## config.mk

```make
export PLATFORM = sky130hd
export DESIGN_NAME = regfile_scoreboard
export DESIGN_NICKNAME = d
export VERILOG_FILES = /design/src/rtl/regfile_scoreboard.sv
export SDC_FILE = /design/constraint.sdc
export NUM_CORES = 1
export LEC_CHECK = 0
export BUFFER_PORTS_ARGS = -buffer_cell sky130_fd_sc_hd__buf_2
export CAP_MARGIN = 10
export CORE_MARGIN = 2
export CORE_UTILIZATION = 30
export CTS_BUF_LIST = sky130_fd_sc_hd__clkbuf_4 sky130_fd_sc_hd__clkbuf_8
export CTS_CLUSTER_SIZE = 20
export DETAILED_ROUTE_END_ITERATION = 8
export PLACE_DENSITY_LB_ADDON = 0.08
export SYNTH_ARGS = -nofsm -noshare
export SYNTH_HDL_FRONTEND = slang
export SYNTH_SLANG_ARGS = --single-unit
```

## constraint.sdc

```tcl
create_clock -name clock -period 5.97 [get_ports clock]
set_input_delay 0 -clock clock [delete_from_list [all_inputs] [get_ports clock]]
set_output_delay 0 -clock clock [all_outputs]
set_load 0.05 [all_outputs]
```

## src/rtl/regfile_scoreboard.sv

```systemverilog
// Register-file hazard scoreboard for the decode stage.
// Tracks destination registers issued past decode but not yet written back,
// and holds decode on read-after-write hazards or a full in-flight window.
module regfile_scoreboard #(
  parameter int PIPE_DEPTH = 3,
  parameter int CNT_W      = 3
) (
  input  logic             clock,
  input  logic             reset_n,
  input  logic             issue_valid,
  input  logic [4:0]       issue_rs1,
  input  logic             issue_rs1_used,
  input  logic [4:0]       issue_rs2,
  input  logic             issue_rs2_used,
  input  logic [4:0]       issue_rd,
  input  logic             issue_rd_write,
  output logic             issue_ready,
  input  logic             wb_valid,
  input  logic [4:0]       wb_addr,
  input  logic             flush,
  output logic             busy,
  output logic [CNT_W-1:0] inflight,
  output logic             wb_error,
  output logic [15:0]      stall_cycles
);

  // Per-register pending-write counters; entry 0 is kept at zero.
  logic [31:0][CNT_W-1:0] pend_q, pend_d;
  logic [CNT_W-1:0]       inflight_q, inflight_d;
  logic                   wb_error_q, wb_error_d;
  logic [15:0]            stall_q, stall_d;

  // One "has pending write" flag per register, used by the hazard lookups.
  logic [31:0] pend_nz;

  genvar gi;
  generate
    for (gi = 0; gi < 32; gi++) begin : g_nz
      assign pend_nz[gi] = |pend_q[gi];
    end
  endgenerate

  logic hazard_rs1, hazard_rs2, window_full;
  logic track, wb_hit, wb_miss;

  // Hazard/ready decode: purely combinational from current state and issue inputs.
  always_comb begin
    hazard_rs1  = issue_rs1_used && (issue_rs1 != 5'd0) && pend_nz[issue_rs1];
    hazard_rs2  = issue_rs2_used && (issue_rs2 != 5'd0) && pend_nz[issue_rs2];
    window_full = issue_rd_write && (issue_rd != 5'd0) &&
                  (inflight_q == CNT_W'(PIPE_DEPTH));
    issue_ready = !flush && !hazard_rs1 && !hazard_rs2 && !window_full;
    // Only issues that actually write a real register are tracked.
    track       = issue_valid && issue_ready && issue_rd_write && (issue_rd != 5'd0);
    // A flush discards any same-cycle writeback, including error detection.
    wb_hit      = wb_valid && !flush && (wb_addr != 5'd0) && pend_nz[wb_addr];
    wb_miss     = wb_valid && !flush && (wb_addr != 5'd0) && !pend_nz[wb_addr];
  end

  // Next-state for counters, error flag and stall counter.
  always_comb begin
    pend_d     = pend_q;
    inflight_d = inflight_q;
    wb_error_d = wb_error_q | wb_miss;
    stall_d    = stall_q;
    if (flush) begin
      pend_d     = '0;
      inflight_d = '0;
    end else begin
      // Same-register issue and writeback cancel out: net pend change is zero.
      if (track) begin
        pend_d[issue_rd] = pend_d[issue_rd] + CNT_W'(1);
        inflight_d       = inflight_d + CNT_W'(1);
      end
      if (wb_hit) begin
        pend_d[wb_addr] = pend_d[wb_addr] - CNT_W'(1);
        inflight_d      = inflight_d - CNT_W'(1);
      end
    end
    pend_d[0] = '0;
    if (issue_valid && !issue_ready && (stall_q != 16'hFFFF)) begin
      stall_d = stall_q + 16'd1;
    end
  end

  // State registers with asynchronous active-low clear.
  always_ff @(posedge clock or negedge reset_n) begin
    if (!reset_n) begin
      pend_q     <= '0;
      inflight_q <= '0;
      wb_error_q <= 1'b0;
      stall_q    <= '0;
    end else begin
      pend_q     <= pend_d;
      inflight_q <= inflight_d;
      wb_error_q <= wb_error_d;
      stall_q    <= stall_d;
    end
  end

  assign inflight     = inflight_q;
  assign busy         = (inflight_q != '0);
  assign wb_error     = wb_error_q;
  assign stall_cycles = stall_q;

endmodule

```

After elaboration in Yosys (flattened, before gate mapping)
Index checks and enable logic that the tools add are counted.
{"block": "totals", "register_bits": 113, "input_bits": 28, "elab_cells": 134}
{"block": "op_classes", "add_sub_neg": 5, "magnitude_cmp": 6, "eq_ne": 2, "mux": 24, "bitwise_logic": 1, "n_reduce_logical": 62}
{"operator": "$mux W96", "n": 4}
{"operator": "$bwmux W96", "n": 2}
{"operator": "$reduce_or A3 Y1", "n": 31}
{"operator": "$bmux W3 S5", "n": 2}
{"operator": "$demux W3 S5", "n": 2}
{"operator": "$lt A5 B6 Y1 const B", "n": 4}
{"operator": "$mux W3", "n": 8}
{"operator": "$logic_and A1 B1 Y1", "n": 20}
{"operator": "$reduce_bool A5 Y1", "n": 4}
{"operator": "$add A16 B1 Y16 const B", "n": 1}
{"operator": "$ne A16 B16 Y1 const B", "n": 1}
{"operator": "$bmux W1 S5", "n": 3}
{"operator": "$ge A5 B1 Y1 const B", "n": 2}
{"operator": "$add A3 B1 Y3 const B", "n": 2}
{"operator": "$logic_not A1 Y1", "n": 6}
{"operator": "$sub A3 B1 Y3 const B", "n": 2}
{"operator": "$eq A3 B2 Y1 const B", "n": 1}
{"operator": "$mux W1", "n": 3}
{"operator": "$reduce_bool A3 Y1", "n": 1}
{"operator": "$or A1 B1 Y1", "n": 1}

Logic depth before layout (Yosys ltp)
Gate-level depths: netlist of run 1.
{"block": "depth", "word_depth": 19, "depth_mapped": 22}

Worst setup path before layout of run 1
OpenSTA, ideal clock, no wires.
{"block": "synth_timing", "path_type": "flip-flop to flip-flop", "startpoint": "register inflight_q[0] (netlist: inflight[0])", "endpoint": "register pend_q[77] in the netlist's numbering", "setup_time_ps": 104, "arrival_ps": 4507, "required_time_ps": 5866, "path_slack_ps": 1359, "stages_incl_launch_ff": 20, "n_path_buf": 2, "period_less_slack_ps": 4611, "cell_sequence": "dfrtp_1 -> ha_1 -> ha_1 -> a21oi_1 -> a31oi_1 -> nor3_1 -> o311ai_0 -> a211o_2 -> buf_6 -> buf_4 -> nor3_1 -> or3_1 -> o311ai_0 -> o21bai_1 -> a21oi_1 -> nor3_1 -> or4b_1 -> ha_1 -> or4b_1 -> o311ai_1"}
{"element": "start: declaration", "line": "29", "text": "logic [CNT_W-1:0] inflight_q, inflight_d;"}
{"element": "start signal: assignment", "line": "95", "text": "inflight_q <= inflight_d;"}
{"element": "end signal: assignment", "line": "94", "text": "pend_q <= pend_d;"}
{"element": "end: declaration", "line": "28", "text": "logic [31:0][CNT_W-1:0] pend_q, pend_d;"}

==> flow_metrics.tcl, run 1 <==
set metrics [dict create \
    cap_violations 0 \
    antenna_cells 0 \
    firstDrtPassIters 5 \
    clock.fmax_ghz 0.172 \
    syn_to_final_growth_pct 12.8 \
    boundaryPins 50 \
    routed_wl_mm 47.0 \
    route.met3.wl_mm 3.98 \
    multiInputGateArea_um2 6430 \
    synth_nets 1121 \
    num-fill-cells 3357 \
    cts_buffers 17 \
    rsz0062_at_grt "no" \
    arrival_ns 6.20 \
    highest_layer "met4" \
    insertion_delay_ns 0.49 \
    final_cell_mix "nor2_1 (134), dfrtp_1 (113), nor3_1 (80)" \
    finalNonFillerCells 1578 \
    post-route-min-period_ns 5.82 \
    startpoint_type "flip-flop" \
    worst_slack_ns 0.146 \
    synth.distinct_cells 84 \
    ys.flop_type "dfrtp_1" \
    synth_edf_count 0 \
    synth_cells 1086 \
    worst_slew_pin_slew_ns 1.06 \
    die_h_um 185 \
    post-place-ws_ns 0.437 \
    clkTransAtPathRegs_ns 0.09 \
    cts_tree "done" \
    overflow 0 \
    cts_num_sinks 113 \
    grt_max_degree 69 \
    end_kind "flip-flop" \
    period_share_pct 97.6 \
    grtUsageTotal_pct 28.0 \
    wl_per_cell_um 29.8 \
    cp_data_required_time_ns 6.35 \
    syn-cell-area_um2 9780 \
    vias 9829 \
    hold_slack_ns 0.101 \
    ys_seq_area_share_pct 28.9 \
    postSynth.asyncResetShare_pct 100 \
    fin_area_um2 11000 \
    max_slew_margin_pct 27.7 \
    drt_iter0_markers 1232 \
    start_util_pct 30.3 \
    regArea_um2 2830 \
    viasPerCell 6.23 \
    slew_viol_final 0 \
    drcViolationCount 0 \
    postSynthAreaPerCell_um2 9.01 \
    power_density_nw_per_um2 203 \
    timing.critical_path.slowest_cell_delay_ns 0.74 \
    wirelength_met1_mm 20.6 \
    crit_slowest_cell "nor3_1" \
    path_buf_inv 2 \
    hp-class "input pin to asynchronous set/reset pin" \
    portBuffers 49 \
    die_area_um2 34100 \
    synth_warnings 0 \
    grt_pass1_vias 9566 \
    vdd.ir_drop.worst_mv 0.140 \
    cp_top_family "simple AND/OR/NAND/NOR gates" \
    final_common_cell "nor2_1" \
    grt_pass1_wl_mm 68.6 \
    cts_buffer_depth 2 \
    h-tree-depth 4 \
    dp_hpwl_mm 33.3 \
    crit_fanout 22 \
    placed_cell_area_um2 10600 \
    p_leak_nw 4.12 \
    finClkSkew_ns 0.0202 \
    root_buffer "clkbuf_8" \
    ys_ff_latch 113 \
    hold_violations 0 \
    dp.cells 1542 \
    met2_length_mm 20.1 \
    die_x_um 185 \
    antenna_found_initial 1 \
    fin_nets 1158 \
    globalplace.congestion 0.931 \
    worst-setup-path-type "flip-flop to flip-flop" \
    rows 66 \
    crit_top_cell "nor3_1" \
    drtAntennaViolNets 0 \
    status "finished clean" \
    core_area_um2 32300 \
    crit_path_cell_trace "nor3_1, o31ai_1, a311oi_1, o311ai_0, a211o_2, buf_12, nor3_1, or3_1, o311ai_0, o21bai_1, a21oi_1, nor3_1, or4b_1, ha_1, buf_4, and2_1, a211oi_1" \
    setup_violations 0 \
    drive_above_1_share_pct 25.2 \
    fin_tns_setup_ns 0 \
    post-cts-setup-buffers 0 \
]
[kinds of logic (layout without fill, tap and decap cells)]
family                     after synthesis  in the layout  synth area share [%]
AOI/OAI and AO/OA                      243            243                  20.0
xor gates and xnor gates                20             20                  1.94
adders and majority gates                7              7                 0.895
and+or+nand+nor                        444            444                  23.8
DFF                                    113            113                  28.9
muxes                                  149            149                  19.0
buffers and inverters                  110            160                  5.47
[worst reg2reg max path, stage by stage (launching register included)]
cell      delay, ns
dfrtp_1        0.41
nor3_1         0.74
o31ai_1        0.21
a311oi_1       0.36
o311ai_0       0.24
a211o_2        0.54
buf_12         0.25
nor3_1         0.64
or3_1          0.19
o311ai_0       0.13
o21bai_1       0.22
a21oi_1        0.18
nor3_1         0.09
or4b_1         0.49
ha_1           0.33
buf_4          0.24
and2_1         0.18
a211oi_1       0.27
[flip-flops by register name (all words and copies together) (netlist names)]
| register | count |
|---|---|
| inflight | 3 |
| stall_cycles | 16 |
| pend_q | 93 |
| wb_error | 1 |
[per-stage QoR]
step,power (W),util [%]
after floorplan,0.00120,-
after global placement,0.00145,32.8
after detailed placement,0.00144,32.8
after CTS,0.00226,34.2
after global routing,0.00233,34.2
final,0.00224,34.2
[repair_timing]
item / CTS / global route
hold buffers: 4 / 0
endpoints found under the setup margin: 0 / 0
resized for setup: 0 / 0
hold endpoints to repair: 74 / 0
[layout make-up]
cell class	instances	area share, %
clock inverters	14	1.51
flip-flops and latches	113	25.6
well taps	442	5.01
clock buffers	18	2.25
repair buffers	107	6.62
multi-input cells	863	58.3
inverters	21	0.714
[worst paths after layout]
kind / from / endpoint / slack, ns / cells past startpoint
setup reg to reg: pend_q[92]$_DFF_PN0_ / pend_q[52]$_DFF_PN0_ / 0.15 / 17
min in group clock: wb_addr[4] / pend_q[52]$_DFF_PN0_ / 0.26 / 4
max in group asynchronous: reset_n / pend_q[6]$_DFF_PN0_ / 4.47 / 3
hold reg to reg: wb_error$_DFF_PN0_ / wb_error$_DFF_PN0_ / 0.46 / 1
hold / removal: reset_n / stall_cycles[7]$_DFFE_PN0P_ / 0.10 / 2
setup / recovery: pend_q[92]$_DFF_PN0_ / pend_q[52]$_DFF_PN0_ / 0.15 / 17
[routing by layer]
| metal | vias up | GRT usage [%] |
|---|---|---|
| met1 | 4928 | 38.5 |
| met3 | 119 | 6.54 |
| met2 | 546 | 41.2 |
| met4 | 0 | 13.6 |
| met5 | - | 0 |
| li1 | 4236 | - |
[cell usage after synthesis (all sizes together), types with 6 or more instances]
library cell | number | share of area [%]
a2111oi | 9 | 1.1
a211oi | 77 | 7.1
a21o | 16 | 1.2
a21oi | 22 | 1.2
a31oi | 8 | 0.51
and2 | 7 | 0.45
and3 | 10 | 0.64
buf | 30 | 2.4
clkbuf | 59 | 2.3
dfrtp | 113 | 29
ha | 7 | 0.90
inv | 20 | 0.77
mux2 | 62 | 7.1
mux2i | 64 | 6.5
mux4 | 23 | 5.3
nand2 | 56 | 2.1
nand2b | 6 | 0.38
nand3 | 31 | 1.6
nand4 | 11 | 0.83
nor2 | 134 | 5.1
nor2b | 21 | 1.3
nor3 | 92 | 5.4
nor4 | 32 | 2.4
o211ai | 8 | 0.67
o21ai | 24 | 1.2
o22ai | 15 | 0.96
o311ai | 9 | 0.88
o31a | 6 | 0.54
o31ai | 10 | 1.1
or3 | 14 | 0.90
xnor2 | 15 | 1.4
[where the power goes]
group	switching (W)	leakage (nW)	internal (W)
Combinational	0.000460	2.35	0.000163
Clock	0.000407	0.208	0.000395
Sequential	0.0000297	1.56	0.000788
Total	0.000896	4.12	0.00135
Power figures use the tool's default switching activity.
==> inputs of run 2 (changes only) <==
- ABC_AREA: unset -> 1
- CORE_MARGIN: 2 -> unset
- TNS_END_PERCENT: unset -> 50
==> run 2 against run 1 <==
  * Final cell count increased by 36%
  * Maximum frequency is 19% higher
  * Sequential cell count is the same
  * Total power grew 4.6%
  * Critical endpoint is now pend_q[85]$_DFF_PN0_
  * Critical path type unchanged
==> flow_metrics.tcl, run 2 <==
set metrics [dict create \
    cts_buffer_depth 2 \
    drcViolationCount 0 \
    post-route-min-period_ns 4.89 \
    reg2reg_to "pend_q[85]$_DFF_PN0_" \
    endpoint "pend_q[85]$_DFF_PN0_" \
    synth.top_cell.area_share_pct 28.2 \
    insertion_delay_ns 0.50 \
    synth_edf_count 0 \
    r2r_start "pend_q[63]$_DFF_PN0_" \
    placed_cell_area_um2 10700 \
    drt_iter0_markers 1189 \
    reg2reg_setup_slack_ns 1.08 \
    cts_buffers 17 \
    clock.fmax_ghz 0.204 \
    synth_nets 1693 \
    viasPerCell 5.26 \
    worst_slew_pin_slew_ns 0.875 \
    p_leak_nw 5.51 \
    crit_fanout 40 \
    overflow 0 \
    synth.distinct_cells 45 \
    synth_cells 1658 \
    slew_viol_final 0 \
    cts_hold_repair.buffers 2 \
    status "finished clean" \
    finClkSkew_ns 0.0250 \
    synth_warnings 0 \
    cap_violations 0 \
    synth_top_cell_by_area "dfrtp_1" \
    ys_seq_area_share_pct 28.2 \
    hp-class "input pin to flip-flop" \
    max_slew_margin_pct 41.6 \
    postSynth.asyncResetShare_pct 100 \
    start_util_pct 30.6 \
    cts_tree "done" \
    grtUsageTotal_pct 29.1 \
    cp_data_required_time_ns 6.38 \
    power_density_nw_per_um2 211 \
    rsz0062_at_grt "no" \
    grt_max_degree 67 \
    syn-cell-area_um2 10000 \
    fin_tns_setup_ns 0 \
    routed_wl_mm 48.1 \
    ys_ff_latch 113 \
    hold_start "issue_valid" \
    post_cts_resized 0 \
    post-cts-setup-buffers 0 \
    vias 11300 \
    dp_hpwl_mm 34.9 \
    die_h_um 185 \
    grt_pass1_vias 10800 \
    critPathLaunch "pend_q[63]$_DFF_PN0_" \
    synth_commonest_cells "nand2_1 (506), inv_1 (229), nor2_1 (175), nand3_1 (122), dfrtp_1 (113)" \
    die_area_um2 34100 \
    portBuffers 49 \
    num-fill-cells 3732 \
    ys.flop_type "dfrtp_1" \
    fin_nets 1726 \
    wl_per_cell_um 22.4 \
    arrival_ns 5.30 \
    synth.most_common_cell "nand2_1" \
    root_buffer "clkbuf_8" \
    fin_area_um2 11100 \
    cts_num_sinks 113 \
    hold_violations 0 \
    grt_pass1_wl_mm 70.9 \
    postSynthAreaPerCell_um2 6.04 \
    regArea_um2 2830 \
    synth.area.top_cells "dfrtp_1 (28%), nand2_1 (19%), inv_1 (8.6%)" \
    final_cell_mix "nand2_1 (506), inv_1 (228), nor2_1 (172)" \
    core_area_um2 32700 \
    startpoint_type "flip-flop" \
    drive_above_1_share_pct 11.0 \
    hold_slack_ns 0.0683 \
    end_kind "flip-flop" \
    vdd.ir_drop.worst_mv 0.164 \
    h-tree-depth 4 \
    clkTransAtPathRegs_ns 0.08 \
    firstDrtPassIters 6 \
    antenna_found_initial 1 \
    die_x_um 185 \
    multiInputGateArea_um2 5890 \
    rows 66 \
    worst-setup-path-type "flip-flop to flip-flop" \
    reg2reg_depth 23 \
    globalplace.congestion 1.03 \
    regMostFlops "pend_q" \
    final_common_cell "nand2_1" \
    syn_to_final_growth_pct 10.9 \
    boundaryPins 50 \
    period_share_pct 81.9 \
    setup_violations 0 \
    drtAntennaViolNets 0 \
    largest_register_ffs 93 \
]
-- run 2: area by class of cell --
class                      instances  area share [%]
multi-input combinational       1227            53.1
sequential                       113            25.5
inverter                         249            8.42
tap                              442            4.98
timing repair buffer              83            4.58
clock buffer                      18            2.23
clock inverter                    14            1.18
antenna                            1          0.0225
-- run 2: layer usage --
metal  part of all wire [%]  wire length (µm)  GRT usage [%]  up-vias
li1                       -                 -              -     5384
met1                     44             21400           39.8     5341
met2                     45             21700           46.1      486
met3                    7.5              3610           4.90       75
met4                    3.0              1450           9.85        0
met5                      0                 0              0        -
-- run 2: logic make-up (layout without fill, tap and decap cells) --
family	count (synthesis)	in the layout	share of synthesized area, %
buffers and inverters	318	364	12.9
AND/OR/NAND/NOR	866	866	36.2
adder cells (fa/ha/maj)	7	7	0.875
XOR/XNOR	16	16	1.40
multiplexers	18	18	1.81
flip-flops	113	113	28.2
other	0	1	0
AO/OA/AOI/OAI	320	320	18.6
-- run 2: worst min path at each step --
stage	to	cells after the start
floorplan	inflight[0]$_DFF_PN0_	0
global placement	stall_cycles[7]$_DFFE_PN0P_	1
detailed placement	stall_cycles[7]$_DFFE_PN0P_	1
CTS	stall_cycles[3]$_DFFE_PN0P_	5
global route	stall_cycles[3]$_DFFE_PN0P_	5
finish	stall_cycles[3]$_DFFE_PN0P_	5
-- run 2: power by group --
group | switching [W] | internal, W
logic | 0.000580 | 0.000182
registers | 0.0000385 | 0.000805
clock network | 0.000397 | 0.000344
-- run 2: through the flow --
step,instances,util [%],setup slack [ns],total power [W]
finish,2147,33.9,1.08,0.00235
global route,2146,33.9,0.794,0.00246
CTS,2146,33.9,1.25,0.00236
detailed placement,2112,32.7,0.764,0.00161
global placement,2112,32.7,0.924,0.00161
floorplan,1658,-,2.25,0.00133
-- run 2: critical path, cell delays in order (launching register included) --
cell and delay (ns):
dfrtp_1 0.44, nor2_1 0.34, nand2_1 0.14, nand2_1 0.08
nand3_1 0.09, nand2_1 0.09, nand2_1 0.06, nand2_1 0.08
nand3_1 0.07, nand3_1 0.18, nand4_4 0.57, nor2_1 0.52
mux2i_1 0.17, nand2_1 0.09, nand2_1 0.05, o21ai_0 0.51
nand2_1 0.21, nor2_1 0.14, nand2_1 0.06, ha_1 0.30
inv_1 0.08, buf_4 0.20, o21ai_0 0.14, a21oi_1 0.19
